File: config.mk
export PLATFORM = sky130hd
export DESIGN_NAME = alu_cmd_sequencer
export DESIGN_NICKNAME = d
export VERILOG_FILES = /design/src/rtl/alu_cmd_sequencer.sv
export SDC_FILE = /design/constraint.sdc
export NUM_CORES = 1
export LEC_CHECK = 0
export CORE_MARGIN = 2
export CORE_UTILIZATION = 44
export DETAILED_ROUTE_END_ITERATION = 8
export HOLD_SLACK_MARGIN = 0.15
export PLACE_DENSITY = 0.75
export SLEW_MARGIN = 20
export SYNTH_ARGS = -nofsm -noshare
export SYNTH_HDL_FRONTEND = slang
export SYNTH_SLANG_ARGS = --single-unit
File: constraint.sdc
create_clock -name clk -period 1.76 [get_ports clk]
set_clock_uncertainty 0.1 [all_clocks]
set_input_delay 0.352 -clock clk [delete_from_list [all_inputs] [get_ports clk]]
set_output_delay 0.352 -clock clk [all_outputs]
set_load 0.005 [all_outputs]
File: src/rtl/alu_cmd_sequencer.sv
// Command-frame sequencer between the UART byte interfaces and the ALU datapath.
// Parses CC/DD frames, strobes the datapath once, then returns the 16-bit result LSB-first.
`timescale 1ns/1ps
module alu_cmd_sequencer #(
  parameter int OP_WIDTH   = 8,
  parameter int RES_WIDTH  = 16,
  parameter int FUNC_WIDTH = 4,
  parameter int TIMEOUT    = 1024
) (
  input  logic                  clk,
  input  logic                  rst,
  input  logic [7:0]            rx_data,
  input  logic                  rx_valid,
  output logic [OP_WIDTH-1:0]   alu_a,
  output logic [OP_WIDTH-1:0]   alu_b,
  output logic [FUNC_WIDTH-1:0] alu_func,
  output logic                  alu_en,
  input  logic [RES_WIDTH-1:0]  alu_out,
  input  logic                  alu_out_valid,
  output logic [7:0]            tx_data,
  output logic                  tx_valid,
  input  logic                  tx_busy,
  output logic                  busy,
  output logic                  frame_err,
  output logic                  rx_drop
);

  localparam int CNT_W = (TIMEOUT > 2) ? $clog2(TIMEOUT) : 1;

  typedef enum logic [3:0] {
    S_IDLE     = 4'd0,
    S_GET_A    = 4'd1,
    S_GET_B    = 4'd2,
    S_GET_FUNC = 4'd3,
    S_EXEC     = 4'd4,
    S_WAIT_RES = 4'd5,
    S_SEND_LO  = 4'd6,
    S_GAP      = 4'd7,
    S_SEND_HI  = 4'd8
  } state_t;

  state_t                state_q, state_d;
  logic [CNT_W-1:0]      cnt_q, cnt_d;
  logic [RES_WIDTH-1:0]  res_q, res_d;
  logic [OP_WIDTH-1:0]   alu_a_q, alu_a_d, alu_b_q, alu_b_d;
  logic [FUNC_WIDTH-1:0] alu_func_q, alu_func_d;
  logic [7:0]            tx_data_q, tx_data_d;
  logic                  alu_en_q, alu_en_d;
  logic                  tx_valid_q, tx_valid_d;
  logic                  busy_q, busy_d;
  logic                  frame_err_q, frame_err_d;
  logic                  rx_drop_q, rx_drop_d;
  logic                  timed_out_s;
  logic                  counting_s;

  assign timed_out_s = (cnt_q == CNT_W'(TIMEOUT - 1));

  // Next-state, datapath latches and registered-output next values
  always_comb begin
    state_d     = state_q;
    res_d       = res_q;
    alu_a_d     = alu_a_q;
    alu_b_d     = alu_b_q;
    alu_func_d  = alu_func_q;
    tx_data_d   = tx_data_q;
    tx_valid_d  = 1'b0;
    frame_err_d = 1'b0;
    rx_drop_d   = 1'b0;
    counting_s  = 1'b0;

    case (state_q)
      S_IDLE: begin
        if (rx_valid && (rx_data == 8'hCC)) begin
          state_d = S_GET_A;
        end else if (rx_valid && (rx_data == 8'hDD)) begin
          state_d = S_GET_FUNC;
        end else begin
          state_d = S_IDLE;
        end
      end
      S_GET_A: begin
        counting_s = 1'b1;
        if (rx_valid) begin
          alu_a_d = rx_data[OP_WIDTH-1:0];
          state_d = S_GET_B;
        end else if (timed_out_s) begin
          frame_err_d = 1'b1;
          state_d     = S_IDLE;
        end else begin
          state_d = S_GET_A;
        end
      end
      S_GET_B: begin
        counting_s = 1'b1;
        if (rx_valid) begin
          alu_b_d = rx_data[OP_WIDTH-1:0];
          state_d = S_GET_FUNC;
        end else if (timed_out_s) begin
          frame_err_d = 1'b1;
          state_d     = S_IDLE;
        end else begin
          state_d = S_GET_B;
        end
      end
      S_GET_FUNC: begin
        counting_s = 1'b1;
        if (rx_valid) begin
          alu_func_d = rx_data[FUNC_WIDTH-1:0];
          state_d    = S_EXEC;
        end else if (timed_out_s) begin
          frame_err_d = 1'b1;
          state_d     = S_IDLE;
        end else begin
          state_d = S_GET_FUNC;
        end
      end
      S_EXEC: begin
        rx_drop_d = rx_valid;
        state_d   = S_WAIT_RES;
      end
      S_WAIT_RES: begin
        counting_s = 1'b1;
        rx_drop_d  = rx_valid;
        if (alu_out_valid) begin
          res_d   = alu_out;
          state_d = S_SEND_LO;
        end else if (timed_out_s) begin
          frame_err_d = 1'b1;
          state_d     = S_IDLE;
        end else begin
          state_d = S_WAIT_RES;
        end
      end
      S_SEND_LO: begin
        rx_drop_d = rx_valid;
        if (!tx_busy) begin
          tx_data_d  = res_q[7:0];
          tx_valid_d = 1'b1;
          state_d    = S_GAP;
        end else begin
          state_d = S_SEND_LO;
        end
      end
      // tx_busy only rises the cycle after tx_valid, so SEND_HI must not look at it earlier
      S_GAP: begin
        rx_drop_d = rx_valid;
        state_d   = S_SEND_HI;
      end
      S_SEND_HI: begin
        rx_drop_d = rx_valid;
        if (!tx_busy) begin
          tx_data_d  = res_q[RES_WIDTH-1:8];
          tx_valid_d = 1'b1;
          state_d    = S_IDLE;
        end else begin
          state_d = S_SEND_HI;
        end
      end
      default: begin
        state_d = S_IDLE;
      end
    endcase

    if ((state_d == state_q) && counting_s) begin
      cnt_d = cnt_q + CNT_W'(1);
    end else begin
      cnt_d = '0;
    end

    alu_en_d = (state_d == S_EXEC);
    busy_d   = (state_d != S_IDLE);
  end

  // State, counter, latches and registered outputs with synchronous reset
  always_ff @(posedge clk) begin
    if (rst) begin
      state_q     <= S_IDLE;
      cnt_q       <= '0;
      res_q       <= '0;
      alu_a_q     <= '0;
      alu_b_q     <= '0;
      alu_func_q  <= '0;
      tx_data_q   <= 8'h00;
      alu_en_q    <= 1'b0;
      tx_valid_q  <= 1'b0;
      busy_q      <= 1'b0;
      frame_err_q <= 1'b0;
      rx_drop_q   <= 1'b0;
    end else begin
      state_q     <= state_d;
      cnt_q       <= cnt_d;
      res_q       <= res_d;
      alu_a_q     <= alu_a_d;
      alu_b_q     <= alu_b_d;
      alu_func_q  <= alu_func_d;
      tx_data_q   <= tx_data_d;
      alu_en_q    <= alu_en_d;
      tx_valid_q  <= tx_valid_d;
      busy_q      <= busy_d;
      frame_err_q <= frame_err_d;
      rx_drop_q   <= rx_drop_d;
    end
  end

  assign alu_a     = alu_a_q;
  assign alu_b     = alu_b_q;
  assign alu_func  = alu_func_q;
  assign alu_en    = alu_en_q;
  assign tx_data   = tx_data_q;
  assign tx_valid  = tx_valid_q;
  assign busy      = busy_q;
  assign frame_err = frame_err_q;
  assign rx_drop   = rx_drop_q;

endmodule
# ---- Word level (Yosys, flattened, before mapping)
# Cells that the tools add are included.
dict set report word_totals {
  mem_bits_rw 0
  in_bits 29
  n_memories 0
  reg_bits 63
  wordCells 71
  latch_bits 0
  out_inout_bits 33
  mem_bits_ro 0
}
dict set report op_classes {
  bitwise_logic 3
  n_lt_le_gt_ge 0
  n_mux 22
  multipliers 0
  div_mod_pow 0
  reduce_logical 18
  shift 0
  addsub 1
  n_eq_ne 15
}
# operator n
set op_table {}
lappend op_table {{4-bit case mux with 9 select lines} 1}
lappend op_table {{4-bit by 3-bit equality test with 1-bit output (second input constant)} 5}
lappend op_table {{8-bit equality test (second input constant)} 2}
lappend op_table {{8-bit 2-to-1 mux} 2}
lappend op_table {{8-bit case mux with 2 select lines} 1}
lappend op_table {{2-bit 2-to-1 mux} 6}
lappend op_table {{10-bit by 1-bit adder with 10-bit output (second input constant)} 1}
lappend op_table {{10-bit equality test (second input constant)} 1}
lappend op_table {{3-bit 2-to-1 mux} 3}
lappend op_table {{4-bit by 2-bit equality test with 1-bit output (second input constant)} 2}
lappend op_table {{2-bit AND reduction} 4}
lappend op_table {{2-bit OR reduction} 4}
lappend op_table {{1-bit 2-to-1 mux} 7}
lappend op_table {{5-bit OR reduction} 1}
lappend op_table {{4-bit by 1-bit equality test with 1-bit output (second input constant)} 1}
lappend op_table {{4-bit equality test} 1}
lappend op_table {{4-bit equality test (second input constant)} 1}
lappend op_table {{4-bit logical NOT} 1}
lappend op_table {{4-bit 2-to-1 mux} 1}
lappend op_table {{2-bit inequality test (second input constant)} 2}
lappend op_table {{4-bit nonzero test} 1}
lappend op_table {{4-bit OR reduction} 1}
lappend op_table {{1-bit logical AND} 3}
lappend op_table {{1-bit NOT} 3}
lappend op_table {{other kinds (4)} 4}

# ---- Longest topological paths before layout
# Gate-level depths: netlist of run 1.
dict set report logic_depth {
  ltp_word 9
  mapped_depth 7
  ltp_nobuf 6
}

# ---- Worst setup path before layout of run 1
# Ideal clock, no wire load.
dict set report synth_path {
  path_type {register to register}
  start {register cnt_q[0]}
  end {register state_q[1]}
  path_buffers 0
  slack_ns 0.128
  setup_time_ns 0.074
  t_required_ns 1.586
  arrival_time_ns 1.458
  period_less_slack_ns 1.632
  path_stages_with_launch 7
  cell_sequence {dfxtp_1 > ha_1 > and3_1 > nand4_1 > nand2b_2 > a2111o_1 > a31oi_1}
}
dict set report synth_between {
  elab_chain_cells 4
  elab_cells_between_ends 6
  classes_between {1 x eq/ne; 5 x mux}
}
# element line_no
set synth_rtl {}
lappend synth_rtl {{start: declaration} 43} ;# logic [CNT_W-1:0] cnt_q, cnt_d;
lappend synth_rtl {{start signal: assignment} 191} ;# cnt_q <= cnt_d;
lappend synth_rtl {{10-bit equality test *} 56} ;# assign timed_out_s = (cnt_q == CNT_W'(TIMEOUT - 1));
lappend synth_rtl {{2-bit 2-to-1 mux (on tied branches)} {110, 98}}
lappend synth_rtl {{3-bit 2-to-1 mux or 2-bit 2-to-1 mux (tied branches)} {107, 95}}
lappend synth_rtl {{4-bit case mux with 9 select lines *} 71} ;# case (state_q)
lappend synth_rtl {{end signal: assignment} 190} ;# state_q <= state_d;
lappend synth_rtl {{end: declaration} 42} ;# state_t state_q, state_d;
# Every way passes the cells marked *; elsewhere a longest branch is shown, timed or not.
# A chain may end at the register's enable or synchronous reset.

# ---- Worst setup path after layout of run 1
dict set report layout_path {
  start {input port rx_data[6]}
  end {register alu_en_q (netlist: alu_en)}
}
dict set report layout_between {
  elab_chain_cells 6
  elab_cells_between_ends 8
  classes_between {3 x eq/ne; 3 x mux; 2 x reduce/logical}
}
# element line_no
set layout_rtl {}
lappend layout_rtl {{start: declaration} 12} ;# input logic [7:0] rx_data,
lappend layout_rtl {{8-bit equality test} 75} ;# end else if (rx_valid && (rx_data == 8'hDD)) begin
lappend layout_rtl {{1-bit logical AND} 75}
lappend layout_rtl {{2-bit 2-to-1 mux} 75}
lappend layout_rtl {{2-bit 2-to-1 mux *} 73} ;# if (rx_valid && (rx_data == 8'hCC)) begin
lappend layout_rtl {{4-bit case mux with 9 select lines *} 71}
lappend layout_rtl {{4-bit by 3-bit equality test with 1-bit output *} 170} ;# alu_en_d = (state_d == S_EXEC);
lappend layout_rtl {{end signal: assignment} 197} ;# alu_en_q <= alu_en_d;
lappend layout_rtl {{end: declaration} 48} ;# logic alu_en_q, alu_en_d;
# Marked as above.

==> flow_summary_export.csv, run 1 <==
group,metric,value,unit
synthesis,ys_types,46,
synthesis,yosysTopAreaCell,"dfxtp_1",
synthesis,yosysTopAreaCellShare,48.1,%
floorplan,core-area,5850,um2
power,vdd_drop_max,0.000546,V
sta,final.setup.worst_slack,44.4,ps
detailed_routing,drc,0,
synthesis,seq_area_frac_synth,48.1,%
global_route,grt_overflow,0,
critical_path,crit_chain,"clkdlybuf4s50_1 > nand4bb_1 > nor3_1 > buf_4 > a31oi_2 > o311a_1 > nor3b_1",
critical_path,cpMaxStageDelayCell,"clkdlybuf4s50_1",
power,p_leak,1.46,nW
synthesis,synth_area,2620,um2
synthesis,syn_nets,315,
clocking,clkTransAtPathRegs,70,ps
floorplan,die_x,81.2,um
synthesis,synth_cells,285,
clocking,h-tree-depth,3,
clocking,postCtsHoldBufs,0,
place,pre_cts_ws,-317,ps
sta,final_max_slew_viol_count,0,
detailed_routing,wl_per_cell,13.0,um
global_route,grt_pass1_wl,9860,um
detailed_routing,ant_nets,0,
sta,fmax,583,MHz
clocking,cts_buffers,9,
global_route,grt_usage,19.6,%
synthesis,async_reset_ff_share,0,%
power,p_total,3.10,mW
sta,setup_viol,0,
synthesis,ys_seq_elements,63,
synthesis,synth_area_leaders,"dfxtp_1 (48%), mux2i_1 (11%), nor2_1 (6.6%), nand2_1 (5.3%), a21oi_1 (4.4%)",
sta,fin_crit,1720,ps
cells_and_area,fin_cells,456,
place,numPortBuffers,61,
cells_and_area,drive_above_1_share,17.3,%
cells_and_area,layout.nets,406,
synthesis,synth.avg_cell_area,9.20,um2
power,power_density,816,nW/um2
clocking,cts_root_buffer,"clkbuf_8",
global_route,grt_pass1_vias,2190,
critical_path,cp-end-kind,"flop",
detailed_routing,drtPass1Iterations,4,
global_route,grt_max_degree,26,
place,dp.cells,439,
synthesis,dominantRegCellSynth,"dfxtp_1",
global_route,antenna_found_initial,0,
sta,fin_crit_sh,97.5,%
outcome,status,"finished clean",
sta,slew_headroom,78.0,%
detailed_routing,wirelength,5910,um
floorplan,num_rows,28,
synthesis,yosys_warnings,0,
detailed_routing,drt_iter0_markers,144,
sta,hold_viol,0,
cells_and_area,area_growth_syn_to_layout,45.0,%
sta,worst-slew-pin-transition,328,ps
sta,timing.hold.ws,171,ps
place,dp_hpwl,4260,um
critical_path,required,1880,ps
clocking,clk_path_buf_depth,2,
critical_path,cp.arrival,1830,ps
critical_path,path_class,"primary input to flop",
critical_path,critPathLaunchType,"primary input",
floorplan,io_pins,62,
critical_path,slowest_delay,510,ps
clocking,clock-sinks,63,
floorplan,die_h,81.2,um
detailed_routing,vias_per_cell,5.05,
place,gp_congestion,0.944,
clocking,clock_latency,340,ps
detailed_routing,vias,2302,
cells_and_area,n_antenna_cell,0,
critical_path,critPathMaxFanout,3,
run,maxCapViolations,0,
min_path,worstHoldPathType,"primary input to flop",
floorplan,dieArea,6590,um2
sta,tns,0,ps
clocking,cts_tree,"built",
synthesis,synth_edf_count,0,
floorplan,initial_core_util,44.8,%
## final cells by class
class	count	area (um2)
Clock buffer	9	124
Multi-Input combinational cell	203	1250
Fill cell	473	2050
Inverter	4	15.0
Timing Repair Buffer	95	926
Clock inverter	7	119
Sequential cell	63	1270
Tap cell	75	93.8
## cells in the mapped netlist, types with 4 or more instances
master	count
xor2_1	7
nand4_1	6
a21oi_1	23
and3_1	5
dfxtp_1	63
clkbuf_1	6
nand2_1	37
a211oi_1	9
nor2_1	46
buf_6	4
mux2i_1	28
## worst max-delay path: cells and delay by family
kind            cells  cell delay, ps
simple gates        3             520
buf+inv             2             680
compound gates      2             270
## layer usage
layer,part of all wire (%),up-vias,global-route usage (%)
met4,1.4,0,9.83
met1,45,1042,24.1
met3,5.3,9,3.67
met2,48,85,32.9
met5,0,-,0
li1,-,1166,-
## timing repair
action	4_1_cts	5_1_grt
resized for setup	1	6
setup buffers	0	1
endpoints found under the setup margin	17	38
## state kept, by name, summed over array words and instances (netlist names)
| signal | count |
|---|---|
| alu_a | 8 |
| alu_b | 8 |
| alu_en | 1 |
| alu_func | 4 |
| busy | 1 |
| cnt_q | 10 |
| frame_err | 1 |
| res_q | 16 |
| rx_drop | 1 |
| state_q | 4 |
| tx_data | 8 |
| tx_valid | 1 |
## final timing paths
check	startpoint	endpoint	slack [ps]	cells after the start
hold reg to reg	res_q[4]	res_q[4]	350	2
setup / recovery	rx_data[6]	alu_en	40	7
setup reg to reg	cnt_q[1]	state_q[1]	80	6
hold / removal	rst	state_q[3]	170	2
## kinds of logic (layout without fill, tap and decap cells)
family / Yosys count / count (layout) / synth area share [%]
adders and majority gates: 1 / 1 / 0.477
DFF: 63 / 63 / 48.1
buffers and inverters: 19 / 115 / 4.30
AOI/OAI and AO/OA: 44 / 44 / 10.5
and+or+nand+nor: 121 / 121 / 22.9
muxes: 28 / 28 / 10.7
xor gates and xnor gates: 9 / 9 / 3.01
## stage by stage
stage / util, % / instance area (um2)
3_5_place_dp: 60.4 / 3530
4_1_cts: 64.6 / 3780
2_1_floorplan: - / 2620
6_report: 64.9 / 3800
3_3_place_gp: 60.4 / 3530
5_1_grt: 64.9 / 3800
## power by group
part           internal [mW]  total, mW  switching [mW]  leakage (nW)
combinational         0.0929      0.155          0.0622         0.834
clock                  0.942       1.52           0.575         0.116
sequential              1.43       1.43         0.00217         0.510
## layout by cell type (no fill, tap or decap), types with 2 or more instances in the layout
| master | count |
|---|---|
| clkbuf_8 | 9 |
| nor3_1 | 3 |
| inv_1 | 3 |
| mux2i_1 | 28 |
| and3_1 | 5 |
| a31oi_1 | 2 |
| xnor2_1 | 2 |
| o21ai_0 | 3 |
| nand2_1 | 37 |
| xor2_1 | 7 |
| nand3_2 | 3 |
| dfxtp_2 | 3 |
| buf_12 | 5 |
| a211oi_1 | 9 |
| nor2_1 | 46 |
| clkinvlp_4 | 2 |
| a21oi_1 | 23 |
| dfxtp_1 | 59 |
| nand4_1 | 6 |
| bufinv_16 | 3 |
| nand3_1 | 3 |
| nand2b_1 | 3 |
| buf_4 | 29 |
| clkdlybuf4s50_1 | 59 |
Power figures use the tool's default switching activity.
==> inputs of run 2 (changes only) <==
--- a/config.mk
+++ b/config.mk
@@ -5,9 +5,11 @@
 export SDC_FILE = /design/constraint.sdc
 export NUM_CORES = 1
 export LEC_CHECK = 0
+export ABC_AREA = 1
 export CORE_MARGIN = 2
-export CORE_UTILIZATION = 44
+export CORE_UTILIZATION = 45
 export DETAILED_ROUTE_END_ITERATION = 8
+export GPL_ROUTABILITY_DRIVEN = 0
 export HOLD_SLACK_MARGIN = 0.15
 export PLACE_DENSITY = 0.75
 export SLEW_MARGIN = 20
==> flow_summary_export.csv, run 2 <==
group,metric,value,unit
cells_and_area,fin_cells,543,
detailed_routing,vias_per_cell,5.19,
synthesis,syn_nets,395,
clocking,h-tree-depth,3,
critical_path,crit_buf_inv,2,
sta,setup_viol,4,
sta,hold_viol,0,
floorplan,initial_core_util,47.1,%
synthesis,synth_most_common_cell,"nand2_1",
power,switchingPower,617,uW
sta,worst-slew-pin-transition,308,ps
place,dp.cells,519,
power,p_leak,1.63,nW
cells_and_area,drive_above_1_share,24.8,%
critical_path,slowest_delay,360,ps
sta,fmax,562,MHz
power,p_int,2.18,mW
floorplan,num_rows,28,
synthesis,synth_area_leaders,"dfxtp_1 (45%), nand2_1 (8.8%), nor2_1 (6.4%), nand3_1 (4.6%), a21oi_1 (4.4%)",
synthesis,yosys_warnings,0,
place,pre_cts_ws,-289,ps
synthesis,synth_cells,365,
floorplan,core-area,5990,um2
clocking,clkTransAtPathRegs,70,ps
min_path,hold_depth,2,
cells_and_area,largest_register_ffs,16,
sta,final.setup.worst_slack,-20.2,ps
global_route,antenna_found_initial,0,
critical_path,critPathMaxFanout,5,
critical_path,rrSetupSlack,-20,ps
synthesis,seq_area_frac_synth,44.7,%
synthesis,dominantRegCellSynth,"dfxtp_1",
synthesis,synth_commonest_cells,"nand2_1 (66), dfxtp_1 (63), nor2_1 (48)",
global_route,grt_usage,21.0,%
sta,final_max_slew_viol_count,0,
power,vdd_drop_max,0.000433,V
clocking,cts_buffers,9,
global_route,grt_max_degree,29,
global_route,grt_pass1_wl,11800,um
sta,slew_headroom,79.3,%
synthesis,ys_types,32,
run,maxCapViolations,0,
critical_path,cp.arrival,1950,ps
detailed_routing,drtPass1Iterations,4,
global_route,grt_overflow,0,
power,comb_power_share,6.1,%
detailed_routing,drt_iter0_markers,148,
power,pwr-share-clk,42.8,%
clocking,clock_latency,340,ps
detailed_routing,wirelength,7620,um
critical_path,required,1930,ps
critical_path,r2r-end,"cnt_q[3]",
power,p_total,2.79,mW
sta,fin_crit_sh,101,%
critical_path,rr_worst_depth,11,
sta,fin_crit,1780,ps
detailed_routing,drc,0,
cells_and_area,fin_area,4130,um2
min_path,worstHoldPathType,"flop to flop",
cells_and_area,n_antenna_cell,0,
detailed_routing,wl_per_cell,14.0,um
critical_path,crit_path_frequent_cell,"nand2_2",
detailed_routing,vias,2820,
synthesis,ys_seq_elements,63,
cells_and_area,area_growth_syn_to_layout,46.6,%
critical_path,reg2reg_from,"cnt_q[1]",
sta,tns,-47.1,ps
critical_path,path_class,"flop to flop",
critical_path,cp-end-kind,"flop",
critical_path,cp_top_family,"simple AND/OR/NAND/NOR gates",
sta,timing.hold.ws,365,ps
cells_and_area,layout_commonest_cell,"nand2_1",
detailed_routing,ant_nets,0,
power,switching_share,22.1,%
floorplan,dieArea,6910,um2
clocking,clock-sinks,63,
synthesis,synth_edf_count,0,
synthesis,synth.avg_cell_area,7.72,um2
cells_and_area,largest-register,"res_q",
synthesis,synth_area,2820,um2
floorplan,die_h,83.1,um
synthesis,yosysTopAreaCell,"dfxtp_1",
clocking,clk_path_buf_depth,2,
cells_and_area,post-route-util,69.0,%
place,numPortBuffers,61,
cells_and_area,layout.nets,493,
place,dpl_cell_area,3720,um2
synthesis,async_reset_ff_share,0,%
critical_path,critPathLaunchType,"flop",
floorplan,io_pins,62,
clocking,cts_tree,"built",
critical_path,cpMaxStageDelayCell,"dfxtp_2",
place,dp_hpwl,4890,um
power,pwr-share-seq,51.1,%
clocking,cts_root_buffer,"clkbuf_8",
critical_path,crit_chain,"ha_4 > nand2_2 > nor2_4 > buf_6 > nand4_1 > nand2_1 > nand3_2 > nand2_2 > nand2_4 > clkbuf_16 > nor3_2",
global_route,grt_pass1_vias,2628,
synthesis,yosysTopAreaCellShare,44.7,%
min_path,min_to,"res_q[15]",
outcome,violations,"setup timing",
floorplan,die_x,83.1,um
cells_and_area,reg.largest.list,"res_q: 16 flops, cnt_q: 10 flops",
power,power_density,676,nW/um2
min_path,hold_start,"res_q[15]",
cells_and_area,layout_common_cells,"nand2_1 (61), dfxtp_1 (58), clkdlybuf4s50_1 (58)",
outcome,status,"finished with violations",
run 2: worst max-delay path by stage:
stage	end	slack (ps)	cells after the start	startpoint
after floorplan	cnt_q[0]	30	10	cnt_q[0]
after global placement	cnt_q[5]	-220	9	rx_valid
after detailed placement	cnt_q[8]	-290	11	rx_valid
after CTS	cnt_q[0]	20	11	cnt_q[0]
after global routing	cnt_q[2]	-80	10	cnt_q[1]
final	cnt_q[3]	-20	11	cnt_q[1]
run 2: final cells by class:
cell class / instances / area [um2]
fill: 461 / 1860
multi-input combinational: 259 / 1500
sequential: 63 / 1270
timing repair buffer: 100 / 957
clock buffer: 13 / 179
inverter: 30 / 121
tap: 75 / 93.8
clock inverter: 3 / 15.0
run 2: cells by family after synthesis:
| logic type | synth area share, % |
|---|---|
| flops | 44.7 |
| simple gates | 33.7 |
| compound gates | 11.8 |
| xor+xnor | 2.49 |
| buf+inv | 6.79 |
| fa+ha+maj | 0.444 |
run 2: what timing repair did:
item | CTS | global route
pin swaps | 8 | 9
buffers inserted | 3 | 3
endpoints found under the setup margin | 10 | 14
resized for setup | 8 | 28
hold buffers | 0 | 0
cloned | 1 | 1
endpoints found under the hold margin | 0 | 0
run 2: layer usage:
| layer | GRT usage [%] | part of all wire [%] | vias to the layer above | wire, um |
|---|---|---|---|---|
| met5 | 0 | 0 | - | 0 |
| met4 | 8.79 | 2.3 | 0 | 178 |
| met3 | 4.87 | 6.2 | 18 | 472 |
| met2 | 34.6 | 49 | 96 | 3710 |
| met1 | 26.3 | 43 | 1312 | 3250 |
| li1 | - | - | 1394 | - |
run 2: power by group through the flow:
| stage | registers, mW | logic, mW | clock network (mW) |
|---|---|---|---|
| floorplan | 1.46 | 0.0504 | 0 |
| global placement | 1.46 | 0.163 | 0 |
| detailed placement | 1.46 | 0.163 | 0 |
| CTS | 1.43 | 0.165 | 1.20 |
| global route | 1.43 | 0.184 | 1.26 |
| finish | 1.43 | 0.171 | 1.19 |
run 2: worst min-delay path, stage by stage, from the launching register on:
cell,delay (ps)
dfxtp_1,310
nand2_1,60
a21oi_1,50
==> inputs of run 3 (changes only) <==
--- a/config.mk
+++ b/config.mk
@@ -6,12 +6,13 @@
 export NUM_CORES = 1
 export LEC_CHECK = 0
 export ABC_AREA = 1
-export CORE_MARGIN = 2
+export CORE_MARGIN = 3
 export CORE_UTILIZATION = 45
+export CTS_BUF_LIST = sky130_fd_sc_hd__clkbuf_16
 export DETAILED_ROUTE_END_ITERATION = 8
 export GPL_ROUTABILITY_DRIVEN = 0
 export HOLD_SLACK_MARGIN = 0.15
-export PLACE_DENSITY = 0.75
+export PLACE_DENSITY = 0.77
 export SLEW_MARGIN = 20
 export SYNTH_ARGS = -nofsm -noshare
 export SYNTH_HDL_FRONTEND = slang
==> flow_summary_export.csv, run 3 (synthesis results as in run 2) <==
group,metric,value,unit
outcome,status,"finished with violations",
outcome,violations,"setup timing",
sta,setup_viol,9,
cells_and_area,layout_common_cells,"clkdlybuf4s50_1 (58), nand2_1 (57), dfxtp_1 (57)",
clocking,clock-sinks,63,
cells_and_area,drive_above_1_share,26.6,%
power,power_density,803,nW/um2
critical_path,cp.arrival,1880,ps
cells_and_area,register_area,1270,um2
detailed_routing,vias_per_cell,5.22,
place,numPortBuffers,61,
sta,final_max_slew_viol_count,0,
sta,slew_headroom,80.0,%
min_path,worstHoldPathType,"flop to flop",
cells_and_area,multi_input_area,1520,um2
clocking,clkTransAtPathRegs,50,ps
cells_and_area,fin_area,4290,um2
place,dp_hpwl,4990,um
cells_and_area,n_antenna_cell,0,
global_route,grt_pass1_vias,2667,
floorplan,io_pins,62,
global_route,grt_overflow,0,
clocking,cts_root_buffer,"clkbuf_16",
floorplan,die_h,85.1,um
sta,fin_crit,1780,ps
clocking,clk_path_buf_depth,2,
cells_and_area,area_growth_syn_to_layout,52.1,%
cells_and_area,layout_commonest_cell,"clkdlybuf4s50_1",
sta,tns,-67.8,ps
critical_path,cp-end-kind,"flop",
cells_and_area,layout.nets,498,
clocking,clock_latency,320,ps
clocking,cts_buffers,9,
floorplan,die_x,85.1,um
detailed_routing,vias,2861,
global_route,grt_max_degree,29,
sta,worst-slew-pin-transition,297,ps
place,dpl_cell_area,3740,um2
cells_and_area,nFillCells,404,
sta,hold_viol,0,
global_route,grt_usage,21.5,%
global_route,antenna_found_initial,0,
detailed_routing,ant_nets,0,
critical_path,path_class,"flop to flop",
detailed_routing,wl_per_cell,14.9,um
sta,rsz0062_at_grt,"yes",
detailed_routing,drc,0,
floorplan,initial_core_util,47.1,%
sta,final.setup.worst_slack,-18.2,ps
critical_path,critPathLaunchType,"flop",
critical_path,critPathMaxFanout,10,
clocking,cts_tree,"built",
cells_and_area,largest_register_ffs,16,
cells_and_area,largest-register,"res_q",
sta,fin_crit_sh,101,%
floorplan,dieArea,7250,um2
power,p_leak,1.70,nW
sta,fmax,562,MHz
floorplan,num_rows,28,
critical_path,required,1860,ps
cells_and_area,reg.largest.list,"res_q: 16 flops, cnt_q: 10 flops",
detailed_routing,wirelength,8150,um
floorplan,core-area,5990,um2
clocking,h-tree-depth,3,
detailed_routing,drt_iter0_markers,160,
clocking,postCtsHoldBufs,0,
power,vdd_drop_max,0.000732,V
global_route,grt_pass1_wl,12500,um
run,maxCapViolations,0,
detailed_routing,drtPass1Iterations,4,
run 3: cell types whose count changed in the layout (fill, tap and decap cells not counted), sizes merged:
cell / delta
buf: +6
clkbuf: -5
bufinv: +2
clkinv: -2
clkinvlp: +2
inv: +2
run 3: power by group:
group          total, mW  internal [mW]  switching [mW]
clock network       1.84           1.23           0.615
registers           1.43           1.43         0.00118
logic              0.173         0.0921          0.0810
run 3: final cells by class:
class | instances | share of cell area [%]
Tap cell | 75 | 2.19
Sequential cell | 63 | 29.7
Inverter | 30 | 2.86
Clock inverter | 7 | 2.07
Clock buffer | 9 | 5.25
Multi-Input combinational cell | 259 | 35.5
Timing Repair Buffer | 105 | 22.4
run 3: worst paths after layout:
path         startpoint         to  slack, ps  cells past startpoint
max            cnt_q[6]   cnt_q[3]        -20                     10
min           res_q[15]  res_q[15]        370                      2
max reg2reg    cnt_q[6]   cnt_q[3]        -20                     10
min reg2reg   res_q[15]  res_q[15]        370                      2
run 3: worst max-delay path, stage by stage, from the launching register on:
cell	delay (ps)
dfxtp_1	350
nand2_1	130
nor2_4	120
buf_4	120
nand4_1	120
nand2_1	140
buf_4	110
nand4_1	120
nand2_2	120
buf_12	160
nor3_2	60
run 3: what timing repair did:
item,4_1_cts,5_1_grt
gates cloned,1,0
setup buffers,1,7
gates resized for setup,10,39
pin swaps,5,17
setup endpoints to repair,10,15
run 3: layer usage:
metal | global-route usage (%) | up-vias | part of all wire, %
met3 | 4.76 | 23 | 5.2
li1 | - | 1412 | -
met1 | 28.0 | 1338 | 42
met5 | 0 | - | 0
met2 | 35.0 | 88 | 50
met4 | 7.63 | 0 | 2.5
run 3: metrics by stage:
step	instances	power [mW]	hold slack, ps	setup WS [ps]	utilization, %
after detailed placement	523	1.62	356	-284	62.4
after CTS	541	3.45	365	5.73	68.5
after floorplan	365	1.51	345	29.6	-
after global routing	548	3.54	383	-114	71.6
after global placement	523	1.62	353	-217	62.4
final	548	3.44	367	-18.2	71.6
